[src/rtl/can_rx_sequencer.sv]
// Frame-level sequencer for the CAN receive path: tracks frame position from bit strobes,
// drives destuffer/CRC/capture controls, holds one accepted frame and counts errors/overruns.
module can_rx_sequencer #(
    parameter int unsigned IDLE_BITS = 11,
    parameter int unsigned CNT_W     = 8
) (
    input  logic             clk,
    input  logic             rst_n,
    input  logic             baud_lock,
    input  logic             raw_stb,
    input  logic             dat_stb,
    input  logic             bit_in,
    input  logic             stuff_err,
    input  logic             crc_zero,
    input  logic             rd_ack,
    output logic             unstuff_en,
    output logic             crc_clr,
    output logic             cap_en,
    output logic             frame_valid,
    output logic             frame_ext,
    output logic             frame_rtr,
    output logic [3:0]       frame_dlc,
    output logic [CNT_W-1:0] err_cnt,
    output logic [CNT_W-1:0] ovr_cnt,
    output logic             bus_idle
);
    localparam int unsigned IDLE_W     = $clog2(IDLE_BITS + 1);
    localparam int unsigned BIT_W      = 7;
    localparam int unsigned EOF_PRESET = 7;

    typedef enum logic [3:0] {
        ST_IDLE, ST_SOF_WAIT, ST_ARB, ST_EXT, ST_CTRL, ST_DATA,
        ST_CRC, ST_CRC_CHK, ST_DELIM, ST_ACK, ST_EOF
    } state_t;

    state_t            state_q, state_d;
    logic [BIT_W-1:0]  bit_cnt_q, bit_cnt_d;
    logic [BIT_W-1:0]  data_len_q, data_len_d;
    logic [IDLE_W-1:0] idle_cnt_q, idle_cnt_d;
    logic              ext_q, ext_d, rtr_q, rtr_d;
    logic [3:0]        dlc_q, dlc_d, dlc_shift;
    logic [BIT_W-1:0]  dlc_first, dlc_last;
    logic              unstuff_en_d, cap_en_d, crc_clr_d, bus_idle_d;
    logic              frame_valid_d, frame_ext_d, frame_rtr_d;
    logic [3:0]        frame_dlc_d;
    logic [CNT_W-1:0]  err_cnt_d, ovr_cnt_d;
    logic              err_hit, commit;

    assign dlc_shift = {dlc_q[2:0], bit_in};
    // Control field is r0+DLC for base frames, r1+r0+DLC for extended frames
    assign dlc_first = ext_q ? BIT_W'(2) : BIT_W'(1);
    assign dlc_last  = ext_q ? BIT_W'(5) : BIT_W'(4);

    always_ff @(posedge clk or negedge rst_n) begin
        if (!rst_n) begin
            state_q     <= ST_IDLE;
            bit_cnt_q   <= '0;
            data_len_q  <= '0;
            idle_cnt_q  <= '0;
            ext_q       <= 1'b0;
            rtr_q       <= 1'b0;
            dlc_q       <= '0;
            unstuff_en  <= 1'b0;
            cap_en      <= 1'b0;
            crc_clr     <= 1'b0;
            bus_idle    <= 1'b0;
            frame_valid <= 1'b0;
            frame_ext   <= 1'b0;
            frame_rtr   <= 1'b0;
            frame_dlc   <= '0;
            err_cnt     <= '0;
            ovr_cnt     <= '0;
        end else begin
            state_q     <= state_d;
            bit_cnt_q   <= bit_cnt_d;
            data_len_q  <= data_len_d;
            idle_cnt_q  <= idle_cnt_d;
            ext_q       <= ext_d;
            rtr_q       <= rtr_d;
            dlc_q       <= dlc_d;
            unstuff_en  <= unstuff_en_d;
            cap_en      <= cap_en_d;
            crc_clr     <= crc_clr_d;
            bus_idle    <= bus_idle_d;
            frame_valid <= frame_valid_d;
            frame_ext   <= frame_ext_d;
            frame_rtr   <= frame_rtr_d;
            frame_dlc   <= frame_dlc_d;
            err_cnt     <= err_cnt_d;
            ovr_cnt     <= ovr_cnt_d;
        end
    end

    always_comb begin
        state_d       = state_q;
        bit_cnt_d     = bit_cnt_q;
        data_len_d    = data_len_q;
        idle_cnt_d    = idle_cnt_q;
        ext_d         = ext_q;
        rtr_d         = rtr_q;
        dlc_d         = dlc_q;
        unstuff_en_d  = unstuff_en;
        cap_en_d      = cap_en;
        crc_clr_d     = 1'b0;
        bus_idle_d    = bus_idle;
        frame_valid_d = frame_valid;
        frame_ext_d   = frame_ext;
        frame_rtr_d   = frame_rtr;
        frame_dlc_d   = frame_dlc;
        err_cnt_d     = err_cnt;
        ovr_cnt_d     = ovr_cnt;
        err_hit       = 1'b0;
        commit        = 1'b0;

        case (state_q)
            ST_IDLE: begin
                if (raw_stb) begin
                    if (!bit_in) begin
                        idle_cnt_d = '0;
                    end else if (idle_cnt_q >= IDLE_W'(IDLE_BITS - 1)) begin
                        idle_cnt_d = '0;
                        bus_idle_d = 1'b1;
                        state_d    = ST_SOF_WAIT;
                    end else begin
                        idle_cnt_d = idle_cnt_q + IDLE_W'(1);
                    end
                end
            end
            ST_SOF_WAIT: begin
                if (raw_stb && !bit_in) begin
                    crc_clr_d    = 1'b1;
                    unstuff_en_d = 1'b1;
                    cap_en_d     = 1'b1;
                    bus_idle_d   = 1'b0;
                    bit_cnt_d    = '0;
                    ext_d        = 1'b0;
                    rtr_d        = 1'b0;
                    dlc_d        = '0;
                    state_d      = ST_ARB;
                end
            end
            // Bit 11 is RTR for base frames (SRR otherwise), bit 12 is IDE
            ST_ARB: begin
                if (raw_stb && stuff_err) begin
                    err_hit = 1'b1;
                end else if (dat_stb) begin
                    bit_cnt_d = bit_cnt_q + BIT_W'(1);
                    if (bit_cnt_q == BIT_W'(11)) rtr_d = bit_in;
                    if (bit_cnt_q == BIT_W'(12)) begin
                        bit_cnt_d = '0;
                        ext_d     = bit_in;
                        state_d   = bit_in ? ST_EXT : ST_CTRL;
                    end
                end
            end
            ST_EXT: begin
                if (raw_stb && stuff_err) begin
                    err_hit = 1'b1;
                end else if (dat_stb) begin
                    bit_cnt_d = bit_cnt_q + BIT_W'(1);
                    if (bit_cnt_q == BIT_W'(18)) begin
                        rtr_d     = bit_in;
                        bit_cnt_d = '0;
                        state_d   = ST_CTRL;
                    end
                end
            end
            ST_CTRL: begin
                if (raw_stb && stuff_err) begin
                    err_hit = 1'b1;
                end else if (dat_stb) begin
                    bit_cnt_d = bit_cnt_q + BIT_W'(1);
                    if (bit_cnt_q >= dlc_first) dlc_d = dlc_shift;
                    if (bit_cnt_q == dlc_last) begin
                        bit_cnt_d  = '0;
                        data_len_d = dlc_shift[3] ? BIT_W'(64) : BIT_W'({dlc_shift[2:0], 3'b000});
                        state_d    = (rtr_q || dlc_shift == 4'd0) ? ST_CRC : ST_DATA;
                    end
                end
            end
            ST_DATA: begin
                if (raw_stb && stuff_err) begin
                    err_hit = 1'b1;
                end else if (dat_stb) begin
                    bit_cnt_d = bit_cnt_q + BIT_W'(1);
                    if (bit_cnt_q == data_len_q - BIT_W'(1)) begin
                        bit_cnt_d = '0;
                        state_d   = ST_CRC;
                    end
                end
            end
            ST_CRC: begin
                if (raw_stb && stuff_err) begin
                    err_hit = 1'b1;
                end else if (dat_stb) begin
                    bit_cnt_d = bit_cnt_q + BIT_W'(1);
                    if (bit_cnt_q == BIT_W'(14)) begin
                        bit_cnt_d    = '0;
                        unstuff_en_d = 1'b0;
                        cap_en_d     = 1'b0;
                        state_d      = ST_CRC_CHK;
                    end
                end
            end
            ST_CRC_CHK: begin
                if (!crc_zero) err_hit = 1'b1;
                else           state_d = ST_DELIM;
            end
            ST_DELIM: begin
                if (raw_stb) begin
                    if (!bit_in) err_hit = 1'b1;
                    else         state_d = ST_ACK;
                end
            end
            // Slot bit is don't-care; only the ACK delimiter is checked
            ST_ACK: begin
                if (raw_stb) begin
                    if (bit_cnt_q == '0) begin
                        bit_cnt_d = BIT_W'(1);
                    end else if (!bit_in) begin
                        err_hit = 1'b1;
                    end else begin
                        bit_cnt_d = '0;
                        state_d   = ST_EOF;
                    end
                end
            end
            ST_EOF: begin
                if (raw_stb) begin
                    if (!bit_in) begin
                        err_hit = 1'b1;
                    end else if (bit_cnt_q == BIT_W'(6)) begin
                        commit     = 1'b1;
                        bit_cnt_d  = '0;
                        idle_cnt_d = IDLE_W'(EOF_PRESET);
                        state_d    = ST_IDLE;
                    end else begin
                        bit_cnt_d = bit_cnt_q + BIT_W'(1);
                    end
                end
            end
            default: state_d = ST_IDLE;
        endcase

        // Lost lock aborts silently; otherwise protocol errors abort and are counted
        if (!baud_lock) begin
            err_hit      = 1'b0;
            commit       = 1'b0;
            state_d      = ST_IDLE;
            bit_cnt_d    = '0;
            idle_cnt_d   = '0;
            unstuff_en_d = 1'b0;
            cap_en_d     = 1'b0;
            bus_idle_d   = 1'b0;
        end else if (err_hit) begin
            state_d      = ST_IDLE;
            bit_cnt_d    = '0;
            idle_cnt_d   = '0;
            unstuff_en_d = 1'b0;
            cap_en_d     = 1'b0;
        end

        if (err_hit && err_cnt != '1) err_cnt_d = err_cnt + CNT_W'(1);

        // One-slot hold: an ack in the commit cycle frees the slot for the new frame
        if (commit) begin
            if (!frame_valid || rd_ack) begin
                frame_valid_d = 1'b1;
                frame_ext_d   = ext_q;
                frame_rtr_d   = rtr_q;
                frame_dlc_d   = dlc_q;
            end else if (ovr_cnt != '1) begin
                ovr_cnt_d = ovr_cnt + CNT_W'(1);
            end
        end else if (rd_ack) begin
            frame_valid_d = 1'b0;
        end
    end
endmodule

[config.mk]
export PLATFORM = sky130hd
export DESIGN_NAME = can_rx_sequencer
export DESIGN_NICKNAME = d
export VERILOG_FILES = /design/src/rtl/can_rx_sequencer.sv
export SDC_FILE = /design/constraint.sdc
export NUM_CORES = 1
export LEC_CHECK = 0
export CAP_MARGIN = 20
export CORE_MARGIN = 2
export CORE_UTILIZATION = 45
export DETAILED_ROUTE_END_ITERATION = 16
export PLACE_DENSITY = 0.75
export SLEW_MARGIN = 20
export SYNTH_ARGS = -nofsm -noshare
export SYNTH_HDL_FRONTEND = slang
export SYNTH_SLANG_ARGS = --single-unit
[constraint.sdc]
create_clock -name clk -period 3.15 [get_ports clk]
set_input_delay 0.63 -clock clk [delete_from_list [all_inputs] [get_ports clk]]
set_output_delay 0.63 -clock clk [all_outputs]
set_load 0.005 [all_outputs]
==> flow_summary.html <==
<table>
<tr><th>Metric</th><th>Value</th></tr>
<tr><th colspan="2">Power and ir drop</th></tr>
<tr><td>Worst VDD drop</td><td>0.0002972 V</td></tr>
<tr><td>Static power due to leakage</td><td>1.570 nW</td></tr>
<tr><td>Pwr dens</td><td>538.1 nW/um^2</td></tr>
<tr><th colspan="2">Clock network</th></tr>
<tr><td>H-tree lvl count</td><td>2</td></tr>
<tr><td>Clock root buffer</td><td>sky130_fd_sc_hd__clkbuf_8</td></tr>
<tr><td>Clk_lat worst skew</td><td>0.31 ns</td></tr>
<tr><td>Cts repair resizes</td><td>0</td></tr>
<tr><td>CTS Buf Count</td><td>5</td></tr>
<tr><td>Buffers from clock root to sink, at most</td><td>2</td></tr>
<tr><td>Number of sinks handled by clock tree synthesis</td><td>51</td></tr>
<tr><td>Clock tree from TritonCTS</td><td>yes</td></tr>
<tr><td>Number of hold-repair buffers added at the cts stage</td><td>0</td></tr>
<tr><td>Clk slew on worst S/H paths</td><td>0.09 ns</td></tr>
<tr><td>Buffers inserted by post-CTS timing repair</td><td>0</td></tr>
<tr><th colspan="2">Placed design</th></tr>
<tr><td>Worst slack, placed</td><td>0.2996 ns</td></tr>
<tr><td>Total half-perimeter wirelength after legalization and detailed placement</td><td>5378 microns</td></tr>
<tr><td>Routability congestion estimate</td><td>0.9918</td></tr>
<tr><td>Placed instance area</td><td>3591 sq um</td></tr>
<tr><td>IO Port Bufs</td><td>35</td></tr>
<tr><th colspan="2">Worst setup path</th></tr>
<tr><td>Slack of the worst reg-to-reg path</td><td>0.57 ns</td></tr>
<tr><td>Peak fanout along the critical path</td><td>16</td></tr>
<tr><td>Launch instance of the worst register-to-register path</td><td>state_q[3]</td></tr>
<tr><td>Category of the worst setup path capture point</td><td>flop</td></tr>
<tr><td>Reg2Reg Depth</td><td>7</td></tr>
<tr><td>Type of the setup path with the least slack</td><td>flop to flop</td></tr>
<tr><td>Data arrival time of the critical path</td><td>2.81 ns</td></tr>
<tr><td>Worst reg2reg endpoint</td><td>bit_cnt_q[6]</td></tr>
<tr><td>Kind of start point of the critical path</td><td>flop</td></tr>
<tr><td>Worst endpoint required time</td><td>3.37 ns</td></tr>
<tr><th colspan="2">Floorplan</th></tr>
<tr><td>IO Pins</td><td>36</td></tr>
<tr><td>Die Footprint</td><td>7646 sq um</td></tr>
<tr><td>Placeable core region</td><td>6756 sq um</td></tr>
<tr><td>Initial core utilization</td><td>46.37%</td></tr>
<tr><td>Die Y</td><td>87.44 microns</td></tr>
<tr><td>Die X-Extent</td><td>87.44 microns</td></tr>
<tr><td>Total number of placement rows</td><td>30</td></tr>
<tr><th colspan="2">Detailed routing</th></tr>
<tr><td>Routed via count divided by cell count</td><td>5.929</td></tr>
<tr><td>Post-detailed-route wirelength per cell</td><td>15.74 microns</td></tr>
<tr><td>Count of vias placed by the detailed router</td><td>2763</td></tr>
<tr><td>Number of detailed-routing iterations run before antenna repair</td><td>5</td></tr>
<tr><td>Number of design-rule violations left by the first detailed-router iteration</td><td>249</td></tr>
<tr><td>DRC errors left</td><td>0</td></tr>
<tr><td>Antenna-violating nets left</td><td>0</td></tr>
<tr><td>Total length of routed wires</td><td>7337 microns</td></tr>
<tr><th colspan="2">Synth</th></tr>
<tr><td>Top-area cell type share of the netlist area</td><td>40.73%</td></tr>
<tr><td>Yosys warning total</td><td>0</td></tr>
<tr><td>Cell type with the largest total area after synthesis</td><td>sky130_fd_sc_hd__dfrtp_1</td></tr>
<tr><td>Post-Syn Instances</td><td>347</td></tr>
<tr><td>Mapped Nets</td><td>366</td></tr>
<tr><td>Avg Synthesized Cell Area</td><td>9.029 sq um</td></tr>
<tr><td>Most used flip-flop cell after synthesis</td><td>sky130_fd_sc_hd__dfrtp_1</td></tr>
<tr><td>Post-synthesis instance area</td><td>3133 sq um</td></tr>
<tr><td>Number of enable-type register cells in the synthesized netlist</td><td>0</td></tr>
<tr><td>Number of library cell types mapped by synthesis</td><td>67</td></tr>
<tr><td>Share of synthesized registers carrying an async set or reset</td><td>100.0%</td></tr>
<tr><td>Proportion of synthesized chip area in sequential cells</td><td>40.73%</td></tr>
<tr><td>#FFs+latches synth</td><td>51</td></tr>
<tr><td>Synth area leaders</td><td>sky130_fd_sc_hd__dfrtp_1, sky130_fd_sc_hd__nand2_1, sky130_fd_sc_hd__ha_1, sky130_fd_sc_hd__xnor2_1, sky130_fd_sc_hd__o21ai_0</td></tr>
<tr><th colspan="2">Cells and area</th></tr>
<tr><td>Layout area overhead</td><td>18.01%</td></tr>
<tr><td>Antenna diodes</td><td>0</td></tr>
<tr><td>Most used cells in the layout excluding fill and tap cells</td><td>sky130_fd_sc_hd__dfrtp_1, sky130_fd_sc_hd__nand2_1, sky130_fd_sc_hd__clkdlybuf4s50_1</td></tr>
<tr><td>Footprint of the multi-input gates</td><td>1674 sq um</td></tr>
<tr><td>Seq. cell area</td><td>1276 sq um</td></tr>
<tr><td>Fill cell total of the finished layout</td><td>612</td></tr>
<tr><td>Design Area, Final</td><td>3697 sq um</td></tr>
<tr><td>Nets</td><td>405</td></tr>
<tr><td>Proportion of layout cells with a drive suffix above 1</td><td>8.549%</td></tr>
<tr><td>Most common cell after layout, fill and taps aside</td><td>sky130_fd_sc_hd__dfrtp_1</td></tr>
<tr><th colspan="2">Timing</th></tr>
<tr><td>Setup ws final</td><td>0.5651 ns</td></tr>
<tr><td>Number of setup violations in the final report</td><td>0</td></tr>
<tr><td>Minimum clock period</td><td>2.585 ns</td></tr>
<tr><td>Slew Viols, Final</td><td>0</td></tr>
<tr><td>Worst Clk Skew</td><td>0.006361 ns</td></tr>
<tr><td>Worst slew margin relative to its limit</td><td>60.87%</td></tr>
<tr><td>Slew of the pin with the lowest slew margin</td><td>0.5869 ns</td></tr>
<tr><td>Post-route fraction of the period consumed by the critical path</td><td>82.06%</td></tr>
<tr><td>Final Hold Vio Count</td><td>0</td></tr>
<tr><td>Setup tns final</td><td>0 ns</td></tr>
<tr><td>Setup repair after global routing missed its margin</td><td>no</td></tr>
<tr><td>Timing-limited maximum frequency</td><td>0.3869 GHz</td></tr>
<tr><th colspan="2">Min path</th></tr>
<tr><td>Tightest Hold Check Type</td><td>input pin to asynchronous set/reset pin</td></tr>
<tr><th colspan="2">Global route</th></tr>
<tr><td>Via count of the first global-routing pass</td><td>2600</td></tr>
<tr><td>Tot GR Track Use</td><td>20.10%</td></tr>
<tr><td>Maximum number of pins on one net before global-route repair</td><td>29</td></tr>
<tr><td>Initial antenna violation count</td><td>0</td></tr>
<tr><td>Global-route wire length before repair</td><td>12350 microns</td></tr>
<tr><td>Total gr overflow</td><td>0</td></tr>
<tr><th colspan="2">Outcome</th></tr>
<tr><td>Run status</td><td>completed</td></tr>
<tr><th colspan="2">Job</th></tr>
<tr><td>Number of maximum-capacitance constraint violations</td><td>0</td></tr>
</table>
==> through the flow <==
step / hold slack (ns) / std cells / util (%) / total power, mW
CTS: 0.3201 / 466 / 54.72 / 1.991
global route: 0.3386 / 466 / 54.72 / 2.112
floorplan: 0.3344 / 347 / - / 1.301
finish: 0.3000 / 466 / 54.72 / 1.989
detailed placement: 0.4679 / 459 / 53.15 / 1.536
global placement: 0.4617 / 459 / 53.15 / 1.516
==> per-layer routing <==
| layer | track usage (%) | up-vias | wire length (microns) |
|---|---|---|---|
| met4 | 6.993 | 0 | 168 |
| li1 | - | 1334 | - |
| met1 | 27.26 | 1287 | 3310 |
| met5 | 0 | - | 0 |
| met2 | 31.89 | 114 | 3368 |
| met3 | 4.171 | 28 | 489 |
==> logic make-up (layout without fill, tap and decap cells) <==
family	Yosys count	count (layout)	share of synthesized area, %
XOR/XNOR	19	19	5.312
AND/OR/NAND/NOR	126	126	20.13
flip-flops	51	51	40.73
adder cells (fa/ha/maj)	11	11	4.313
multiplexers	6	6	2.116
AO/OA/AOI/OAI	93	93	21.57
buffers and inverters	41	80	5.831
==> power breakdown <==
group / total [mW] / internal [mW] / switching, mW / leakage, nW
sequential: 0.807 / 0.714 / 0.0927 / 0.703
combinational: 0.732 / 0.319 / 0.413 / 0.817
clock: 0.450 / 0.232 / 0.218 / 0.0502
total: 1.99 / 1.27 / 0.724 / 1.57
==> Yosys cell counts (2+ instances only) <==
cell                        number
sky130_fd_sc_hd__a211oi_1        5
sky130_fd_sc_hd__a21oi_1        17
sky130_fd_sc_hd__a22o_1          2
sky130_fd_sc_hd__a22oi_1         2
sky130_fd_sc_hd__a31oi_1         4
sky130_fd_sc_hd__a32o_1          3
sky130_fd_sc_hd__a41oi_1         2
sky130_fd_sc_hd__and3_1          8
sky130_fd_sc_hd__and4_1          3
sky130_fd_sc_hd__buf_1           3
sky130_fd_sc_hd__buf_2           5
sky130_fd_sc_hd__buf_4           2
sky130_fd_sc_hd__buf_6           2
sky130_fd_sc_hd__clkbuf_1        5
sky130_fd_sc_hd__dfrtp_1        51
sky130_fd_sc_hd__ha_1           10
sky130_fd_sc_hd__inv_1          24
sky130_fd_sc_hd__mux2_2          4
sky130_fd_sc_hd__nand2_1        46
sky130_fd_sc_hd__nand2b_1        5
sky130_fd_sc_hd__nand3_1        11
sky130_fd_sc_hd__nand4_1         7
sky130_fd_sc_hd__nor2_1         22
sky130_fd_sc_hd__nor3_1          6
sky130_fd_sc_hd__nor4_1          4
sky130_fd_sc_hd__nor4b_1         3
sky130_fd_sc_hd__o2111a_1        2
sky130_fd_sc_hd__o2111ai_1       2
sky130_fd_sc_hd__o21a_1          3
sky130_fd_sc_hd__o21ai_0        19
sky130_fd_sc_hd__o21ai_1         3
sky130_fd_sc_hd__o22a_1          3
sky130_fd_sc_hd__o22ai_1         6
sky130_fd_sc_hd__o2bb2ai_1       2
sky130_fd_sc_hd__o31ai_1         2
sky130_fd_sc_hd__xnor2_1        13
sky130_fd_sc_hd__xor2_1          6
==> worst max path at each step <==
| stage | start | depth (start not counted) | end | slack (ns) |
|---|---|---|---|---|
| floorplan | raw_stb | 8 | state_q[1] | 0.88 |
| global placement | bit_in | 8 | bit_cnt_q[6] | 0.38 |
| detailed placement | bit_in | 8 | bit_cnt_q[6] | 0.30 |
| CTS | state_q[3] | 7 | bit_cnt_q[6] | 0.58 |
| global route | state_q[3] | 7 | bit_cnt_q[6] | 0.44 |
| finish | state_q[3] | 7 | bit_cnt_q[6] | 0.57 |
==> worst max-delay path, stage by stage (launching register included) <==
cell and delay, ns:
sky130_fd_sc_hd__dfrtp_1 0.55, sky130_fd_sc_hd__or2b_1 0.35, sky130_fd_sc_hd__o2111ai_1 0.18, sky130_fd_sc_hd__a211o_1 0.46, sky130_fd_sc_hd__a2111oi_4 0.37, sky130_fd_sc_hd__o21a_4 0.23
sky130_fd_sc_hd__o21ai_2 0.11, sky130_fd_sc_hd__o31ai_1 0.24
==> area by class of cell <==
type                       count  share of cell area (%)
clock buffer                   5                   1.861
clock inverter                 2                   1.015
inverter                      24                   2.437
multi-input combinational    255                   45.28
sequential                    51                   34.52
tap                           80                   2.707
timing repair buffer          49                   12.18
==> registers in the layout (all words and copies together) (netlist names) <==
name	flops
frame_ext	1
err_cnt	8
frame_valid	1
frame_dlc	4
rtr_q	1
frame_rtr	1
crc_clr	1
ext_q	1
bus_idle	1
bit_cnt_q	7
dlc_q	4
idle_cnt_q	4
ovr_cnt	8
cap_en	1
state_q	4
data_len_q	4
No activity file was read; power rests on OpenSTA's default activity.
